File: src/rtl/uart_rx_cfg.sv
// uart_rx_cfg: configurable UART receiver with a one-deep holding register.
// Handshake: a frame moves to the consumer on any rising edge where rx_valid
// and rx_ready are both 1. rx_valid and the held frame stay stable until then.
// state_dbg exposes the receive FSM state for observation.
module uart_rx_cfg #(
   parameter int CLKS_PER_BIT = 521,
   parameter int DATA_BITS    = 8,
   parameter int PARITY       = 0,
   parameter int STOP_BITS    = 1
) (
   input  logic                 clk,
   input  logic                 rst,
   input  logic                 rx_in,
   output logic [DATA_BITS-1:0] rx_data,
   output logic                 rx_valid,
   input  logic                 rx_ready,
   output logic                 parity_err,
   output logic                 frame_err,
   output logic                 overrun,
   output logic                 busy,
   output logic [2:0]           state_dbg
);

   localparam int CNT_W = $clog2(CLKS_PER_BIT);
   localparam logic [CNT_W-1:0] CNT_LAST = CNT_W'(CLKS_PER_BIT - 1);
   localparam logic [CNT_W-1:0] CNT_MID  = CNT_W'(CLKS_PER_BIT / 2 - 1);
   localparam logic [3:0]       BIT_LAST = 4'(DATA_BITS - 1);
   localparam logic             STOP_LAST = 1'(STOP_BITS - 1);

   typedef enum logic [2:0] {
      S_IDLE   = 3'd0,
      S_START  = 3'd1,
      S_DATA   = 3'd2,
      S_PARITY = 3'd3,
      S_STOP   = 3'd4
   } state_t;

   state_t               state_q, state_d;
   logic                 rx_meta_q, rx_sync_q;
   logic [CNT_W-1:0]     clk_cnt_q, clk_cnt_d;
   logic [3:0]           bit_idx_q, bit_idx_d;
   logic                 stop_idx_q, stop_idx_d;
   logic                 armed_q, armed_d;
   logic [DATA_BITS-1:0] shift_q, shift_d;
   logic                 par_bit_q, par_bit_d;
   logic                 ferr_acc_q, ferr_acc_d;
   logic [DATA_BITS-1:0] hold_data_q, hold_data_d;
   logic                 hold_perr_q, hold_perr_d;
   logic                 hold_ferr_q, hold_ferr_d;
   logic                 valid_q, valid_d;
   logic                 overrun_q, overrun_d;

   logic done;
   logic xfer;
   logic frame_perr;
   logic frame_ferr;
   logic par_xor;

   // Frame status evaluated at the last stop sample (shift and parity bit are final by then).
   always_comb begin
      par_xor    = ^{shift_q, par_bit_q};
      frame_perr = 1'b0;
      if (PARITY == 1) frame_perr = par_xor;
      else if (PARITY == 2) frame_perr = ~par_xor;
      frame_ferr = ferr_acc_q | ~rx_sync_q;
   end

   // Receive FSM next state plus holding register / overrun update.
   always_comb begin
      state_d     = state_q;
      clk_cnt_d   = clk_cnt_q;
      bit_idx_d   = bit_idx_q;
      stop_idx_d  = stop_idx_q;
      armed_d     = armed_q;
      shift_d     = shift_q;
      par_bit_d   = par_bit_q;
      ferr_acc_d  = ferr_acc_q;
      hold_data_d = hold_data_q;
      hold_perr_d = hold_perr_q;
      hold_ferr_d = hold_ferr_q;
      valid_d     = valid_q;
      overrun_d   = overrun_q;
      done        = 1'b0;
      xfer        = valid_q & rx_ready;

      case (state_q)
         S_IDLE: begin
            clk_cnt_d = '0;
            // Arming requires a 1 first, so a held-low break cannot retrigger.
            if (rx_sync_q) begin
               armed_d = 1'b1;
            end else if (armed_q) begin
               armed_d = 1'b0;
               state_d = S_START;
            end
         end
         S_START: begin
            if (clk_cnt_q == CNT_MID) begin
               clk_cnt_d = '0;
               if (!rx_sync_q) begin
                  state_d    = S_DATA;
                  bit_idx_d  = '0;
                  ferr_acc_d = 1'b0;
               end else begin
                  state_d = S_IDLE;
               end
            end else begin
               clk_cnt_d = clk_cnt_q + 1'b1;
            end
         end
         S_DATA: begin
            if (clk_cnt_q == CNT_LAST) begin
               clk_cnt_d = '0;
               shift_d   = {rx_sync_q, shift_q[DATA_BITS-1:1]};
               if (bit_idx_q == BIT_LAST) begin
                  state_d    = (PARITY != 0) ? S_PARITY : S_STOP;
                  stop_idx_d = 1'b0;
               end else begin
                  bit_idx_d = bit_idx_q + 1'b1;
               end
            end else begin
               clk_cnt_d = clk_cnt_q + 1'b1;
            end
         end
         S_PARITY: begin
            if (clk_cnt_q == CNT_LAST) begin
               clk_cnt_d  = '0;
               par_bit_d  = rx_sync_q;
               state_d    = S_STOP;
               stop_idx_d = 1'b0;
            end else begin
               clk_cnt_d = clk_cnt_q + 1'b1;
            end
         end
         S_STOP: begin
            if (clk_cnt_q == CNT_LAST) begin
               clk_cnt_d = '0;
               if (!rx_sync_q) ferr_acc_d = 1'b1;
               if (stop_idx_q == STOP_LAST) begin
                  state_d = S_IDLE;
                  done    = 1'b1;
               end else begin
                  stop_idx_d = 1'b1;
               end
            end else begin
               clk_cnt_d = clk_cnt_q + 1'b1;
            end
         end
         default: begin
            state_d   = S_IDLE;
            clk_cnt_d = '0;
         end
      endcase

      // A completing frame is kept only if the holding register is free or draining now.
      if (done) begin
         if (!valid_q || xfer) begin
            hold_data_d = shift_q;
            hold_perr_d = frame_perr;
            hold_ferr_d = frame_ferr;
            valid_d     = 1'b1;
         end else begin
            overrun_d = 1'b1;
         end
      end else if (xfer) begin
         valid_d   = 1'b0;
         overrun_d = 1'b0;
      end
   end

   // State registers, synchronizer idles high.
   always_ff @(posedge clk or posedge rst) begin
      if (rst) begin
         rx_meta_q   <= 1'b1;
         rx_sync_q   <= 1'b1;
         state_q     <= S_IDLE;
         clk_cnt_q   <= '0;
         bit_idx_q   <= '0;
         stop_idx_q  <= 1'b0;
         armed_q     <= 1'b0;
         shift_q     <= '0;
         par_bit_q   <= 1'b0;
         ferr_acc_q  <= 1'b0;
         hold_data_q <= '0;
         hold_perr_q <= 1'b0;
         hold_ferr_q <= 1'b0;
         valid_q     <= 1'b0;
         overrun_q   <= 1'b0;
      end else begin
         rx_meta_q   <= rx_in;
         rx_sync_q   <= rx_meta_q;
         state_q     <= state_d;
         clk_cnt_q   <= clk_cnt_d;
         bit_idx_q   <= bit_idx_d;
         stop_idx_q  <= stop_idx_d;
         armed_q     <= armed_d;
         shift_q     <= shift_d;
         par_bit_q   <= par_bit_d;
         ferr_acc_q  <= ferr_acc_d;
         hold_data_q <= hold_data_d;
         hold_perr_q <= hold_perr_d;
         hold_ferr_q <= hold_ferr_d;
         valid_q     <= valid_d;
         overrun_q   <= overrun_d;
      end
   end

   assign rx_data    = hold_data_q;
   assign rx_valid   = valid_q;
   assign parity_err = hold_perr_q;
   assign frame_err  = hold_ferr_q;
   assign overrun    = overrun_q;
   assign busy       = (state_q != S_IDLE);
   assign state_dbg  = state_q;

endmodule

File: config.mk
export PLATFORM = sky130hd
export DESIGN_NAME = uart_rx_cfg
export DESIGN_NICKNAME = d
export VERILOG_FILES = /design/src/rtl/uart_rx_cfg.sv
export SDC_FILE = /design/constraint.sdc
export NUM_CORES = 1
export LEC_CHECK = 0
export CORE_ASPECT_RATIO = 1.2
export CORE_UTILIZATION = 47
export DETAILED_ROUTE_END_ITERATION = 12
export GPL_TIMING_DRIVEN = 0
export PLACE_DENSITY = 0.66
export SLEW_MARGIN = 20
export SYNTH_ARGS = -nofsm -noshare
export SYNTH_HDL_FRONTEND = slang
export SYNTH_SLANG_ARGS = --single-unit
File: constraint.sdc
create_clock -name clk -period 2.8 [get_ports clk]
set_input_delay 0.84 -clock clk [delete_from_list [all_inputs] [get_ports clk]]
set_output_delay 0.84 -clock clk [all_outputs]
set_load 0.01 [all_outputs]
==> metrics.md, run 1 <==
| Metric | Value |
|---|---|
| Period utilization | `91.5%` |
| Ports | `20` |
| Worst-skew pair later-pin latency | `about 0.30 ns` |
| Routed len/inst | `approximately 14 um` |
| Top FF cell, synth | `dfrtp_1` |
| Avg Cell Area, Syn | `11.9 um2` |
| Pins Over Slew Limit | `0` |
| Worst setup endpoint | `busy` |
| Hold Path Class | `reg2reg` |
| Finish-stage setup viols | `0` |
| Slowest-stage cell, CP | `clkdlybuf4s50_1` |
| Yosys cell types | `45` |
| First-pass GRT wire length | `around 6000 um` |
| Fmax | `390 MHz` |
| R2R Path End | `shift_q[4]` |
| CTS Buffer Depth | `2` |
| DR vias | `between 1,000 and 1,500` |
| Yosys top cell area share | `between 50% and 60%` |
| Post-synth net total | `around 160` |
| Synthesis-to-finish area growth | `21.4%` |
| Instance count on the critical path | `2` |
| Total track usage | `a little under a fifth` |
| Cell taking the most area after synthesis | `dfrtp_1` |
| Hold Buf Count CTS | `0` |
| Final Cell Area | `around 2300 um2` |
| Most common cell in the netlist | `dfrtp_1` |
| CTS Buf Count | `5` |
| CTS Sinks | `40` |
| Min Tclk post-route | `2.56 ns` |
| Storage element area | `about 1000 um2` |
| ANT cells | `0` |
| Mean number of vias per cell | `roughly 5.3` |
| Setup TNS | `0 ns` |
| CP arrival | `1.72 ns` |
| Worst setup path start | `state_dbg[2]` |
| FILL cells | `between 300 and 400` |
| Clock Skew | `0.0104 ns` |
| Family with the most delay on the worst path | `buffers and inverters` |
| Post-Syn Instances | `156` |
| Chip width | `about 59 um` |
| Post-cts repair resize count | `0` |
| Starting Density | `50.0%` |
| Fin nets | `roughly 190` |
| Grt ovf | `0` |
| RSZ-0062 raised after global routing | `no` |
| Worst setup SP type | `flip-flop` |
| Area of the multi-input gates | `795 um2` |
| Cells along the critical path | `or3_1 -> clkdlybuf4s50_1` |
| Die Ht | `70.9 um` |
| Critical path class | `reg2out` |
| DRC | `0` |
| MaxCap Viol Count | `0` |
| Drt initial violations | `28` |
| Mapped Area | `1860 um2` |
| Register bit total from synthesis | `40` |
| Initial antenna violation count | `0` |
| GP Congestion | `0.769` |
| Outcome | `complete, no violations` |
| Core Area | `3720 um2` |
| Routed wire length | `roughly 3300 um` |
| Required time worst endpoint | `1.96 ns` |
| CP Capture Type | `output port` |
| CTS tree | `yes` |
| Post-synth EDFFs | `0` |
| Htree depth | `2` |
| Cell Rows | `24` |
| Non-Filler Instances | `235` |
| LEAKAGE | `between 1 and 1.5 nW` |
| DRT Pass-1 Iters | `4` |
| Final Hold Viols | `0` |
| Vias in the first global route | `1,330` |
| VDD IR max | `0.529 mV` |
| P per Cell Area | `651 nW/um2` |
| Post-synth ARST share | `100%` |
| Buf+Inv Stages, Crit Path | `1` |
| R2R cell count | `6` |
| Worst R2R Setup Slack | `0.52 ns` |
| Post-DP HPWL | `between 2000 and 2500 um` |
| Synthesis Warnings | `0` |
| IO Port Bufs | `18` |
| Top cells by area, synth | `dfrtp_1 51%, mux2_2 11%, dfstp_2 2.8%` |
| Post-CTS Setup Repair Bufs | `0` |
| Worst r2r src | `clk_cnt_q[4]` |
| Worst Path Max Fanout | `10` |
| Maximum number of pins on one net before global-route repair | `29` |
| Util after Layout | `between 60% and 70%` |
| Antenna Violating Nets Remaining | `0` |
| Max stage delay on crit path | `0.51 ns` |
| Commonest cells post-synth | `38 x dfrtp_1, 18 x mux2_2, 13 x nor2_1` |
| Share of cells above drive strength 1 | `21.3%` |
| Root Driver | `clkbuf_8` |
| Seq/Total Area, Yosys | `53.9%` |
| Final hold slack | `about 0.36 ns` |
| Cells after DPL | `about 230` |
| Die Area | `4220 um2` |
| Clock Pin Slew Worst Setup and Hold Paths | `0.07 ns` |
| Dpl cell area | `2130 um2` |
[per-stage QoR]
step | setup WS (ns) | total power, W
finish | 0.237 | 0.00147
CTS | 0.216 | 0.00149
global route | 0.172 | 0.00155
global placement | 0.293 | 0.000902
detailed placement | 0.517 | 0.000923
floorplan | 0.642 | 0.000870
[worst register-to-register path, cell delays in order, from the launching register on]
cell and delay (ns):
dfrtp_1 0.43, or4_1 0.55, buf_6 0.16, or3_1 0.33, buf_2 0.18, nor2_8 0.17
mux2_2 0.35
[area by class of cell]
| class | instances | share of cell area [%] |
|---|---|---|
| plain buffers | 6 | 1.61 |
| clock buffers | 6 | 3.21 |
| clock inverters | 2 | 2.66 |
| inverters | 7 | 1.16 |
| multi-input cells | 103 | 35.2 |
| flip-flops and latches | 40 | 44.4 |
| well taps | 52 | 2.88 |
| repair buffers | 19 | 8.86 |
[flip-flops by register name, indices dropped and copies added, names as in the netlist]
signal / count
armed_q: 1
overrun: 1
rx_data: 8
ferr_acc_q: 1
rx_sync_q: 1
rx_meta_q: 1
state_dbg: 3
rx_valid: 1
clk_cnt_q: 10
bit_idx_q: 4
frame_err: 1
shift_q: 8
[kinds of logic (layout without fill, tap and decap cells)]
| group | after synthesis | count (layout) | share of synthesized area (%) |
|---|---|---|---|
| DFF | 40 | 40 | 53.9 |
| AOI/OAI and AO/OA | 20 | 20 | 7.47 |
| other | 1 | 1 | 0.202 |
| adders and majority gates | 3 | 3 | 2.02 |
| and+or+nand+nor | 51 | 51 | 17.4 |
| muxes | 18 | 18 | 10.9 |
| buffers and inverters | 13 | 40 | 3.36 |
| xor gates and xnor gates | 10 | 10 | 4.71 |
[cells in the final DEF (no fill, tap or decap), types with 3 or more instances in the layout]
| cell | Yosys | routed |
|---|---|---|
| nor2_1 | 13 | 13 |
| and3_1 | 3 | 3 |
| ha_1 | 3 | 3 |
| a21oi_1 | 4 | 4 |
| clkbuf_8 | 0 | 5 |
| o21ai_0 | 4 | 4 |
| nor3_1 | 4 | 4 |
| clkdlybuf4s50_1 | 0 | 18 |
| nand2_1 | 5 | 5 |
| xor2_1 | 6 | 6 |
| nand2b_1 | 5 | 5 |
| mux2_2 | 18 | 18 |
| xnor2_1 | 4 | 4 |
| dfrtp_1 | 38 | 38 |
| clkbuf_1 | 2 | 3 |
| inv_1 | 7 | 6 |
| nand3_1 | 3 | 3 |
[layer usage]
layer	global-route usage, %	wire, um	vias up
met5	0	0	-
met4	9.26	62	0
met3	4.94	88	6
met2	30.6	1650	19
met1	22.9	1520	632
li1	-	-	595
[how the worst min path moves through the flow]
stage | from | end | slack, ns | cells past startpoint
2_1_floorplan | rx_meta_q | rx_sync_q | 0.35 | 0
3_3_place_gp | rx_meta_q | rx_sync_q | 0.35 | 0
3_5_place_dp | rx_meta_q | rx_sync_q | 0.35 | 0
4_1_cts | rx_meta_q | rx_sync_q | 0.36 | 0
5_1_grt | rx_meta_q | rx_sync_q | 0.36 | 0
6_report | rx_meta_q | rx_sync_q | 0.36 | 0
[power by group]
| group | internal [W] | switching (W) | leakage (nW) |
|---|---|---|---|
| sequential | 0.000636 | 0.0000632 | 0.526 |
| clock | 0.000356 | 0.000198 | 0.0654 |
| combinational | 0.0000989 | 0.000119 | 0.458 |
| total | 0.00109 | 0.000380 | 1.05 |
Power figures use the tool's default switching activity.
==> run 2, diff against run 1 <==
--- a/config.mk
+++ b/config.mk
@@ -8,7 +8,6 @@
 export CORE_ASPECT_RATIO = 1.2
 export CORE_UTILIZATION = 47
 export DETAILED_ROUTE_END_ITERATION = 12
-export GPL_TIMING_DRIVEN = 0
 export PLACE_DENSITY = 0.66
 export SLEW_MARGIN = 20
 export SYNTH_ARGS = -nofsm -noshare
==> run 2 against run 1 <==
Against the previous run:
- setup slack got worse by 0.0015 ns
- non-clock buffer count decreased by 6
- worst hold slack improved by 0.0042 ns
- die area unchanged
- global-route usage decreased by 0.92 points
- critical path type unchanged
- critical path depth unchanged
- largest power group unchanged
- design area decreased by 4.3%
- highest routed layer unchanged
- combinational power decreased by 21%
- sequential share of layout area increased by 2.0 points
- register-to-register slack got worse by 0.04 ns
- critical endpoint unchanged
- via count decreased by 2.7%
- sequential cell count unchanged
==> metrics.md, run 2 (same netlist as run 1, synthesis figures left out) <==
| Metric | Value |
|---|---|
| Outcome | `complete, no violations (unchanged)` |
| Grt ovf | `0 (unchanged)` |
| CTS Buf Count | `5 (unchanged)` |
| CP arrival | `1.72 ns (about the same)` |
| Chip width | `59.4 um (unchanged)` |
| Initial antenna violation count | `0 (unchanged)` |
| Worst Slack Setup Final | `0.235 ns (was 0.237 ns)` |
| Die Ht | `70.9 um (unchanged)` |
| IO Port Bufs | `18 (unchanged)` |
| Fin nets | `183 (was 189)` |
| Family with the most delay on the worst path | `buffers and inverters (unchanged)` |
| Clock Pin Slew Worst Setup and Hold Paths | `0.08 ns (was 0.07 ns)` |
| Cells along the critical path | `or3_1 -> clkdlybuf4s50_1 (unchanged)` |
| Worst Path Max Fanout | `10 (unchanged)` |
| Cell Rows | `24 (unchanged)` |
| Highest layer used for signal routing | `met4 (unchanged)` |
| Leading cell type in the layout, fill and taps excluded | `dfrtp_1 (unchanged)` |
| Required time worst endpoint | `1.96 ns (about the same)` |
| DRT Pass-1 Iters | `5 (was 4)` |
| Fmax | `390 MHz (about the same)` |
| Hold Buf Count CTS | `0 (unchanged)` |
| Most flops, register | `clk_cnt_q (unchanged)` |
| Maximum number of pins on one net before global-route repair | `41 (was 29)` |
| Post-DP HPWL | `2360 um (was 2330 um)` |
| Max stage delay on crit path | `0.51 ns (about the same)` |
| Min Tclk post-route | `2.56 ns (about the same)` |
| Met3 WL post-DR | `116 um (was 88 um)` |
| VDD IR max | `0.423 mV (was 0.529 mV)` |
| Critical path class | `reg2out (unchanged)` |
| Post-cts repair resize count | `0 (unchanged)` |
| ANT cells | `0 (unchanged)` |
| Worst-skew pair later-pin latency | `0.29 ns (was 0.30 ns)` |
| Share of cells above drive strength 1 | `19.2% (was 21.3%)` |
| Antenna Violating Nets Remaining | `0 (unchanged)` |
| CTS Sinks | `40 (unchanged)` |
| Buf+Inv Stages, Crit Path | `1 (unchanged)` |
| Max reg flops | `10 (unchanged)` |
| Slowest-stage cell, CP | `clkdlybuf4s50_1 (unchanged)` |
| Met2 Routed Length | `1630 um (was 1650 um)` |
| Worst setup SP type | `flip-flop (unchanged)` |
| Met1 WL | `1380 um (was 1520 um)` |
| Place WS | `0.476 ns (was 0.517 ns)` |
| Finish-stage setup viols | `0 (unchanged)` |
| CTS Buffer Depth | `2 (unchanged)` |
| LEAKAGE | `1.00 nW (was 1.05 nW)` |
| Period utilization | `91.6% (was 91.5%)` |
| Core Area | `3720 um2 (unchanged)` |
| Starting Density | `50.0% (unchanged)` |
| MaxCap Viol Count | `0 (unchanged)` |
| Most frequent cells in the layout | `38 x dfrtp_1, 18 x mux2_2, 18 x clkdlybuf4s50_1 (unchanged)` |
| Final Hold Viols | `0 (unchanged)` |
| DRC | `0 (unchanged)` |
| CP Capture Type | `output port (unchanged)` |
| GP Congestion | `0.827 (was 0.769)` |
| P per Cell Area | `581 nW/um2 (was 651 nW/um2)` |
| Total track usage | `18.0% (was 18.9%)` |
| Hold Path Class | `reg2reg (unchanged)` |
| Vias in the first global route | `1,261 (was 1,330)` |
| First-pass GRT wire length | `5610 um (was 5910 um)` |
| Drt initial violations | `25 (was 28)` |
| Ports | `20 (unchanged)` |
| Post-CTS Setup Repair Bufs | `0 (unchanged)` |
| Die Area | `4220 um2 (unchanged)` |
| Clock Skew | `0.00671 ns (was 0.0104 ns)` |
| Pins Over Slew Limit | `0 (unchanged)` |
| Routed len/inst | `13.9 um (was 14.1 um)` |
| RSZ-0062 raised after global routing | `no (unchanged)` |
| CTS tree | `yes (unchanged)` |
| Setup TNS | `0 ns (unchanged)` |
| Root Driver | `clkbuf_8 (unchanged)` |
| Synthesis-to-finish area growth | `16.2% (was 21.4%)` |
| Mean number of vias per cell | `5.32 (was 5.33)` |
| Routed wire length | `3190 um (was 3310 um)` |
| DR vias | `1,218 (was 1,252)` |
| Htree depth | `2 (unchanged)` |
| Worst R2R Setup Slack | `0.48 ns (was 0.52 ns)` |
run 2: stage by stage:
stage                     total power, W  cell area (um2)  hold WS [ns]  util (%)  std cells
final                            0.00126             2160         0.361      58.1        229
after global routing             0.00134             2160         0.367      58.1        229
after CTS                        0.00127             2160         0.363      58.1        229
after detailed placement        0.000898             2080         0.352      55.8        221
after global placement          0.000880             2080         0.346      55.8        221
after floorplan                 0.000870             1860         0.345         -        156
run 2: worst paths after layout:
path	to	from	depth (start not counted)
setup / recovery	busy	state_dbg[2]	2
hold / removal	rx_sync_q	rx_meta_q	0
setup reg to reg	shift_q[2]	clk_cnt_q[4]	4
hold reg to reg	rx_sync_q	rx_meta_q	0
max in group asynchronous	rx_sync_q	rst	3
min in group asynchronous	rx_data[7]	rst	3
run 2: final cells by class:
type	count	area [um2]
Tap cell	52	65.1
Clock buffer	6	72.6
Clock inverter	2	12.5
Inverter	7	26.3
Fill cell	350	1560
Sequential cell	40	1000
Multi-Input combinational cell	103	795
Timing Repair Buffer	19	188
run 2: metal layers:
layer / vias to the layer above / track usage (%)
li1: 590 / -
met1: 594 / 21.2
met2: 27 / 30.3
met3: 7 / 4.94
met4: 0 / 7.14
met5: - / 0
run 2: where the power goes:
group	switching [W]	total, W	internal [W]
Clock	0.000196	0.000370	0.000174
Sequential	0.0000787	0.000714	0.000635
Combinational	0.0000955	0.000172	0.0000768
==> run 3, diff against run 2 <==
--- a/config.mk
+++ b/config.mk
@@ -7,6 +7,7 @@
 export LEC_CHECK = 0
 export CORE_ASPECT_RATIO = 1.2
 export CORE_UTILIZATION = 47
+export CTS_CLUSTER_SIZE = 12
 export DETAILED_ROUTE_END_ITERATION = 12
 export PLACE_DENSITY = 0.66
 export SLEW_MARGIN = 20
==> results of run 3 <==
No change in the layout: final DEF, timing and power equal those of run 2.
